==> src/rtl/rr_arb_7seg.sv <==
// rr_arb_7seg -- 8-way round-robin arbiter with a seven-segment readout of
// the current grant.
//
// Optional feature (macro ARB_TIMEOUT_EN): when defined, a grant held for
// TIMEOUT consecutive GRANT cycles is forcibly released, and tmo pulses
// high for one cycle. When undefined, a grant is held for as long as its
// request stays high, and tmo stays 0.
//
// Ports:
//   clk        in   rising-edge clock
//   rst_n      in   asynchronous active-low reset
//   req[7:0]   in   request lines, bit i = requester i, level-held
//   grant[7:0] out  registered one-hot grant, zero when idle
//   gnt_idx    out  registered index of the current/last grant
//   gnt_valid  out  registered, high while grant is non-zero
//   hex[7:0]   out  registered active-low {a,b,c,d,e,f,g,dp}; shows
//                   gnt_idx with dp lit in GRANT, blank (8'hFF) in IDLE
//   tmo        out  registered one-cycle pulse on forced release
module rr_arb_7seg #(
  parameter int TIMEOUT = 16
) (
  input  logic       clk,
  input  logic       rst_n,
  input  logic [7:0] req,
  output logic [7:0] grant,
  output logic [2:0] gnt_idx,
  output logic       gnt_valid,
  output logic [7:0] hex,
  output logic       tmo
);

  typedef enum logic {IDLE = 1'b0, GRANT = 1'b1} state_t;

`ifdef ARB_TIMEOUT_EN
  localparam bit TMO_EN = 1'b1;
`else
  localparam bit TMO_EN = 1'b0;
`endif

  // Value of cnt during the last permitted GRANT cycle.
  localparam logic [7:0] TMO_LAST = 8'(TIMEOUT - 1);

  state_t     state_q, state_d;
  logic [2:0] ptr_q, ptr_d;
  logic [7:0] cnt_q, cnt_d;
  logic [7:0] grant_q, grant_d;
  logic [2:0] gnt_idx_q, gnt_idx_d;
  logic       gnt_valid_q, gnt_valid_d;
  logic [7:0] hex_q, hex_d;
  logic       tmo_q, tmo_d;

  logic       start;
  logic       hold_lost;
  logic       tmo_hit;
  logic [2:0] win_idx;

  // First set request bit at or after p, wrapping 7 -> 0. The search runs
  // from the farthest offset back to the nearest, so the nearest set bit
  // is the final assignment.
  function automatic logic [2:0] rr_pick(input logic [7:0] r, input logic [2:0] p);
    logic [2:0] idx;
    rr_pick = p;
    for (int i = 7; i >= 0; i--) begin
      idx = p + 3'(i);
      if (r[idx]) rr_pick = idx;
    end
  endfunction

  // Active-low segment pattern for a digit, dp off.
  function automatic logic [7:0] seg_digit(input logic [2:0] d);
    case (d)
      3'd0:    seg_digit = 8'h03;
      3'd1:    seg_digit = 8'h9F;
      3'd2:    seg_digit = 8'h25;
      3'd3:    seg_digit = 8'h0D;
      3'd4:    seg_digit = 8'h99;
      3'd5:    seg_digit = 8'h49;
      3'd6:    seg_digit = 8'h41;
      default: seg_digit = 8'h1F;
    endcase
  endfunction

  // State register.
  always_ff @(posedge clk or negedge rst_n) begin
    if (!rst_n) begin
      state_q     <= IDLE;
      ptr_q       <= 3'd0;
      cnt_q       <= 8'd0;
      grant_q     <= 8'h00;
      gnt_idx_q   <= 3'd0;
      gnt_valid_q <= 1'b0;
      hex_q       <= 8'hFF;
      tmo_q       <= 1'b0;
    end else begin
      state_q     <= state_d;
      ptr_q       <= ptr_d;
      cnt_q       <= cnt_d;
      grant_q     <= grant_d;
      gnt_idx_q   <= gnt_idx_d;
      gnt_valid_q <= gnt_valid_d;
      hex_q       <= hex_d;
      tmo_q       <= tmo_d;
    end
  end

  // Next-state logic.
  always_comb begin
    start     = (state_q == IDLE) && (req != 8'h00);
    hold_lost = !req[gnt_idx_q];
    // A dropped request takes precedence, so tmo only marks a release the
    // holder did not ask for.
    tmo_hit   = TMO_EN && (state_q == GRANT) && !hold_lost && (cnt_q == TMO_LAST);
    state_d   = state_q;
    case (state_q)
      IDLE:    if (start) state_d = GRANT;
      GRANT:   if (hold_lost || tmo_hit) state_d = IDLE;
      default: state_d = IDLE;
    endcase
  end

  // Output / datapath logic.
  always_comb begin
    win_idx     = rr_pick(req, ptr_q);
    gnt_idx_d   = start ? win_idx : gnt_idx_q;
    ptr_d       = start ? win_idx + 3'd1 : ptr_q;
    cnt_d       = cnt_q;
    if (start) begin
      cnt_d = 8'd0;
    end else if ((state_q == GRANT) && (cnt_q != 8'hFF)) begin
      cnt_d = cnt_q + 8'd1;
    end
    gnt_valid_d = (state_d == GRANT);
    grant_d     = gnt_valid_d ? (8'h01 << gnt_idx_d) : 8'h00;
    hex_d       = gnt_valid_d ? (seg_digit(gnt_idx_d) & 8'hFE) : 8'hFF;
    tmo_d       = tmo_hit;
  end

  assign grant     = grant_q;
  assign gnt_idx   = gnt_idx_q;
  assign gnt_valid = gnt_valid_q;
  assign hex       = hex_q;
  assign tmo       = tmo_q;

endmodule

==> config.mk <==
export PLATFORM = sky130hd
export DESIGN_NAME = rr_arb_7seg
export DESIGN_NICKNAME = d
export VERILOG_FILES = /design/src/rtl/rr_arb_7seg.sv
export SDC_FILE = /design/constraint.sdc
export NUM_CORES = 1
export LEC_CHECK = 0
export ABC_AREA = 1
export ABC_CLOCK_PERIOD_IN_PS = 6300
export BUFFER_PORTS_ARGS = -buffer_cell sky130_fd_sc_hd__clkbuf_2
export CORE_ASPECT_RATIO = 0.6
export CORE_UTILIZATION = 60
export DETAILED_ROUTE_END_ITERATION = 16
export PLACE_DENSITY = 0.9
export REMOVE_ABC_BUFFERS = 1
export SYNTH_ARGS = -nofsm -noshare
export SYNTH_HDL_FRONTEND = slang
export SYNTH_SLANG_ARGS = --single-unit
==> constraint.sdc <==
create_clock -name clk -period 6.3 [get_ports clk]
set_clock_uncertainty 0.15 [all_clocks]
set_input_delay 0.315 -clock clk [delete_from_list [all_inputs] [get_ports clk]]
set_output_delay 0.315 -clock clk [all_outputs]
set_load 0.005 [all_outputs]
==> results of run 1 <==
state kept, by name, indices dropped and copies added (netlist names):
register	cells
hex	8
grant	8
ptr_q	3
gnt_valid	1
gnt_idx	3
final cells by class:
cell class                      count  share of cell area [%]
Sequential cell                    23                    30.0
Tap cell                           40                    2.56
Multi-Input combinational cell    172                    51.3
Clock buffer                        4                    2.30
Inverter                           28                    5.89
Timing Repair Buffer               30                    7.94
stage by stage:
| stage | instance area [sq um] | setup slack, ns | utilization (%) | hold slack [ns] |
|---|---|---|---|---|
| 3_3_place_gp | 1900 | 3.36 | 71.8 | 0.162 |
| 2_1_floorplan | 1700 | 3.68 | - | -0.131 |
| 3_5_place_dp | 1900 | 3.19 | 71.8 | 0.168 |
| 5_1_grt | 1950 | 2.82 | 73.9 | 0.443 |
| 6_report | 1950 | 3.08 | 73.9 | 0.411 |
| 4_1_cts | 1950 | 3.15 | 73.9 | 0.410 |
cells in the mapped netlist:
library cell	instances
buf_4	5
a21oi_2	1
o21ai_0	8
inv_4	2
buf_6	1
mux2_2	1
nand2_8	1
xor2_2	1
nand2_2	13
clkinv_1	1
ha_1	2
nor2_2	2
dfstp_2	8
and2_1	1
inv_2	6
buf_12	1
or2_2	1
nand3_2	18
nand2_1	57
nor3_1	1
o32ai_1	2
nand4_1	1
conb_1	1
inv_6	1
nor2_1	17
nor2_4	1
and2_4	1
a21oi_1	6
o2bb2ai_1	1
inv_1	18
dfrtp_1	15
nor4_1	1
nand2_4	8
nand3_1	26
worst reg2reg max path: cells and delay by family, from the launching register on:
kind | cells | cell delay, ns
adder cells (fa/ha/maj) | 1 | 0.52
AND/OR/NAND/NOR | 17 | 1.45
buffers and inverters | 3 | 0.44
flip-flops | 1 | 0.59
cell families after synthesis:
| family | count (synthesis) | share of synthesized area, % |
|---|---|---|
| flops | 23 | 33.0 |
| compound gates | 18 | 5.93 |
| xor+xnor | 1 | 0.918 |
| buf+inv | 35 | 10.4 |
| simple gates | 149 | 47.5 |
| fa+ha+maj | 2 | 1.41 |
| mux | 1 | 0.635 |
| other cells | 1 | 0.212 |
metal layers:
metal  up-vias  part of all wire (%)
met4         0                   1.2
met1       756                    52
met3         6                   8.8
li1        789                     -
met2        76                    38
met5         -                     0
what timing repair did:
item / CTS / global route
hold endpoints to repair: 15 / 0
resized for setup: 0 / 0
hold buffers: 1 / 0
setup buffers: 0 / 0
endpoints found under the setup margin: 0 / 0
placed cells by master (no fill, tap or decap), types with 3 or more instances in the layout:
cell / n
a21oi_1: 6
dfrtp_1: 15
clkbuf_2: 29
nand2_2: 13
clkbuf_8: 3
dfstp_2: 8
inv_1: 18
nand2_4: 8
nand3_2: 18
inv_2: 6
o21ai_0: 8
nor2_1: 17
nand2_1: 57
nand3_1: 26
worst min path at each step:
stage / startpoint / end / slack (ns)
6_report: rst_n / grant[6] / 0.41
5_1_grt: gnt_valid / hex[0] / 0.44
4_1_cts: gnt_valid / hex[0] / 0.41
3_5_place_dp: rst_n / grant[6] / 0.17
3_3_place_gp: rst_n / grant[6] / 0.16
2_1_floorplan: rst_n / gnt_idx[0] / -0.13
==> results.md, run 1 <==
- Status: complete, no violations
- Buffers and inverters on the worst path: 3
- Fmax achieved: 0.311 GHz
- Fraction of layout cells with a size suffix above 1: 37.7%
- Hpwl dp: 3180 microns
- Critical path launch point type: flip-flop
- #FFs+latches synth: 23
- Row count: 14
- Critical path class: reg2reg
- H-Tree Depth: 1
- First-pass GRT wire length: 6780 microns
- Synth area leaders: dfrtp_1, nand2_1, dfstp_2, nand3_2, nand3_1
- R2R setup slack: 3.08 ns
- Post-route minimum period: 3.22 ns
- Worst Setup EP: hex[4]
- Avg WL per Cell: 14.0 microns
- Final period util: 51.1%
- Largest net degree at the start of global routing: 24
- Met1 Track Usage GR: 46.1%
- CP most frequent cell: nand2_1
- CTS Buf Count: 3
- Syn. warnings: 0
- Slew Viols, Final: 0
- Via density per instance: 5.48
- CP Capture Type: flip-flop
- WP depth: 21
- Non-filler instance count after layout: 297
- Final setup TNS: 0 ns
- Die area: 0.00318 sq mm
- Final Hold Vio Count: 0
- Vias in the first global route: 1383
- CTS root buffer: clkbuf_8
- Worst-Margin Slew: 0.544 ns
- CTS tree: yes
- DRC errors left: 0
- Total grt overflow: 0
- Die width: 72.2 microns
- DRT Pass-1 Iters: 4
- Post-Syn Area: 0.00177 sq mm
- Sink Count: 23
- Critical Path Start: ptr_q[0]
- Die Ht: 44.1 microns
- Reg area: 586 sq um
- Area of the multi-input gates: 0.00100 sq mm
- Inst Count DP: 292
- Worst R2R Start: ptr_q[0]
- Antenna violations before repair: 0
- M3 GR Usage: 8.88%
- Antenna fix cells: 0
- # IOs: 31
- Synth unique cells: 34
- Synth Area per Inst: 7.71 sq um
- Leading area contributor after synthesis: dfrtp_1
- Critical Path Fanout Max: 11
- Area growth from synthesis to layout: 10.2%
- Port Buf Inserts: 29
- Fill count: 195
- Clock buffer depth: 2
- Required @ worst endpoint: 6.34 ns
- Max-slew headroom: 63.7%
- HP Class: in2async
- Worst-path clk slew: 0.07 ns
- Synth top area share: 21.2%
- Final Wtd Congestion: 0.930
- Arrival @ worst endpoint: 3.26 ns
- Total track usage: 28.4%
- Reg2Reg Capture Point: hex[4]
- CP max-delay cell: dfrtp_1
- Cell family with most CP delay: simple AND/OR/NAND/NOR gates
- CP cell instances: inv_4, ha_1, inv_1, nand3_1, nand3_2, nand2_2, inv_1, nand2_1, nand2_1, nand2_1, nand2_1, nand2_1, nand2_1, nand2_1, nand2_2, nand2_4, nand2_8, nand3_1, nand2_1, nor2_2, nand2_1
- Antenna viol nets, final: 0
- Mapped Cells: 230
- Starting Density: 67.0%
- NumNets Final: 270
- Core Region: 0.00265 sq mm
- RSZ-0062 raised after global routing: false
- Endpoints failing setup: 0
- Grt met2 use: 36.8%
- Gr busiest metal: met1
- Final WL: 4150 microns
- Largest stage delay, worst path: 0.59 ns
- Seq/Total Area, Yosys: 33.0%
- R2R depth: 21
- Worst skew pair latency: 0.26 ns
- Max_cap viols: 0
- DR vias: 1627
- Initial drt markers: 162
Power of run 1 is not shown: default switching activity piles up to over one toggle a cycle in this logic, so the estimate is an artifact.
==> run 2: changes to the inputs <==
- ABC_CLOCK_PERIOD_IN_PS: 6300 -> 2650
- CORE_UTILIZATION: 60 -> 50
- PLACE_DENSITY: 0.9 -> 0.8
- clock period: 6.3 -> 2.65 ns (I/O delays scaled with it)
==> results.md, run 2 (synthesis gave the netlist of run 1 again) <==
- CTS Buf Count: 3
- Reg2Reg Capture Point: grant[6]
- Die area: 0.00380 sq mm
- Largest stage delay, worst path: 0.42 ns
- Hpwl dp: 3320 microns
- Arrival @ worst endpoint: 2.56 ns
- Buffers and inverters on the worst path: 3
- Slew Viols, Final: 0
- HP Class: in2async
- CP cell instances: inv_4, ha_4, buf_8, nand3_2, nand3_2, nand2_2, nand2_1, nand2_1, nand2_1, nand2_1, nand2_2, nand2_2, nand2_1, nand2_1, nand2_2, nand2_4, nand2_8, inv_6, nor2_4, nand2_2, nor2_2
- Critical Path Fanout Max: 8
- Worst skew pair latency: 0.26 ns
- DRT Pass-1 Iters: 4
- Die width: 78.9 microns
- Via density per instance: 5.22
- Fmax achieved: 0.397 GHz
- Avg WL per Cell: 14.0 microns
- Starting Density: 53.4%
- Endpoints failing setup: 0
- Core Region: 0.00332 sq mm
- Total grt overflow: 0
- CP Capture Type: flip-flop
- Max_cap viols: 0
- Port Buf Inserts: 29
- CTS tree: yes
- Sink Count: 23
- Reg area: 587 sq um
- Final Hold Vio Count: 0
- Worst R2R Start: ptr_q[0]
- Final WL: 4410 microns
- Leading cell type in the layout, fill and taps excluded: nand2_1
- Fraction of layout cells with a size suffix above 1: 45.2%
- Required @ worst endpoint: 2.69 ns
- Antenna fix cells: 0
- Post-route minimum period: 2.52 ns
- Cell family with most CP delay: simple AND/OR/NAND/NOR gates
- Area of the multi-input gates: 0.00107 sq mm
- Area growth from synthesis to layout: 21.0%
- CTS root buffer: clkbuf_8
- DRC errors left: 0
- Row count: 16
- Total track usage: 23.1%
- Initial drt markers: 128
- Critical path class: reg2reg
- Final period util: 95.0%
- Most frequent cells in the layout: nand2_1, clkbuf_2, nand3_1
- NumNets Final: 283
- Worst-path clk slew: 0.08 ns
- Antenna viol nets, final: 0
- Final Wtd Congestion: 0.990
- R2R depth: 21
- H-Tree Depth: 1
- # IOs: 31
- Max-slew headroom: 65.2%
- Largest net degree at the start of global routing: 24
- DR vias: 1645
- Fill count: 293
- Critical path launch point type: flip-flop
- Antenna violations before repair: 0
- Worst-Margin Slew: 0.522 ns
- Final core occ: 64.5%
- Die Ht: 48.1 microns
- CP most frequent cell: nand2_1
- CP max-delay cell: dfrtp_1
- Status: complete, no violations
- Clock buffer depth: 2
- First-pass GRT wire length: 6520 microns
- R2R setup slack: 0.13 ns
- Vias in the first global route: 1318
run 2: cell types whose count changed in the layout (fill, tap and decap cells not counted), sizes merged:
| cell | before | now |
|---|---|---|
| buf | 0 | 13 |
run 2: per-stage QoR:
step | TNS, ns | area [sq um] | worst slack (ns) | cells | hold WS [ns]
final | 0 | 2140 | 0.131 | 315 | 0.231
after global routing | -0.000510 | 2140 | -0.000510 | 315 | 0.292
after CTS | 0 | 2010 | 0.0490 | 308 | 0.252
after detailed placement | 0 | 1950 | 0.0728 | 303 | -0.00933
after global placement | 0 | 1950 | 0.139 | 303 | -0.0140
after floorplan | 0 | 1700 | 0.0286 | 223 | -0.313
run 2: cell type report:
class                      instances  area share [%]
inverter                          28            5.37
multi-input combinational        172            49.9
sequential                        23            27.4
timing repair buffer              43            12.7
tap                               45            2.63
clock buffer                       4            2.10
run 2: worst max-delay path by stage:
stage,depth (start not counted),from,end,slack [ns]
floorplan,20,ptr_q[0],grant[2],0.03
global placement,21,ptr_q[0],grant[2],0.14
detailed placement,21,ptr_q[0],grant[2],0.07
CTS,21,ptr_q[0],grant[2],0.05
global route,21,ptr_q[0],grant[6],-0.0005
finish,21,ptr_q[0],grant[6],0.13
run 2: repair_timing:
item	in CTS	in global routing
hold buffers	1	0
resized for setup	0	20
endpoints found under the hold margin	15	0
endpoints found under the setup margin	0	17
buffers inserted	0	7
run 2: layer usage:
| metal | vias up | GRT usage (%) | wire length [microns] |
|---|---|---|---|
| li1 | 814 | - | - |
| met1 | 742 | 37.5 | 2160 |
| met2 | 89 | 29.0 | 1710 |
| met3 | 0 | 8.60 | 538 |
| met4 | 0 | 0.364 | 0 |
| met5 | - | 0 | 0 |
Power of run 2 is left out for the same reason.
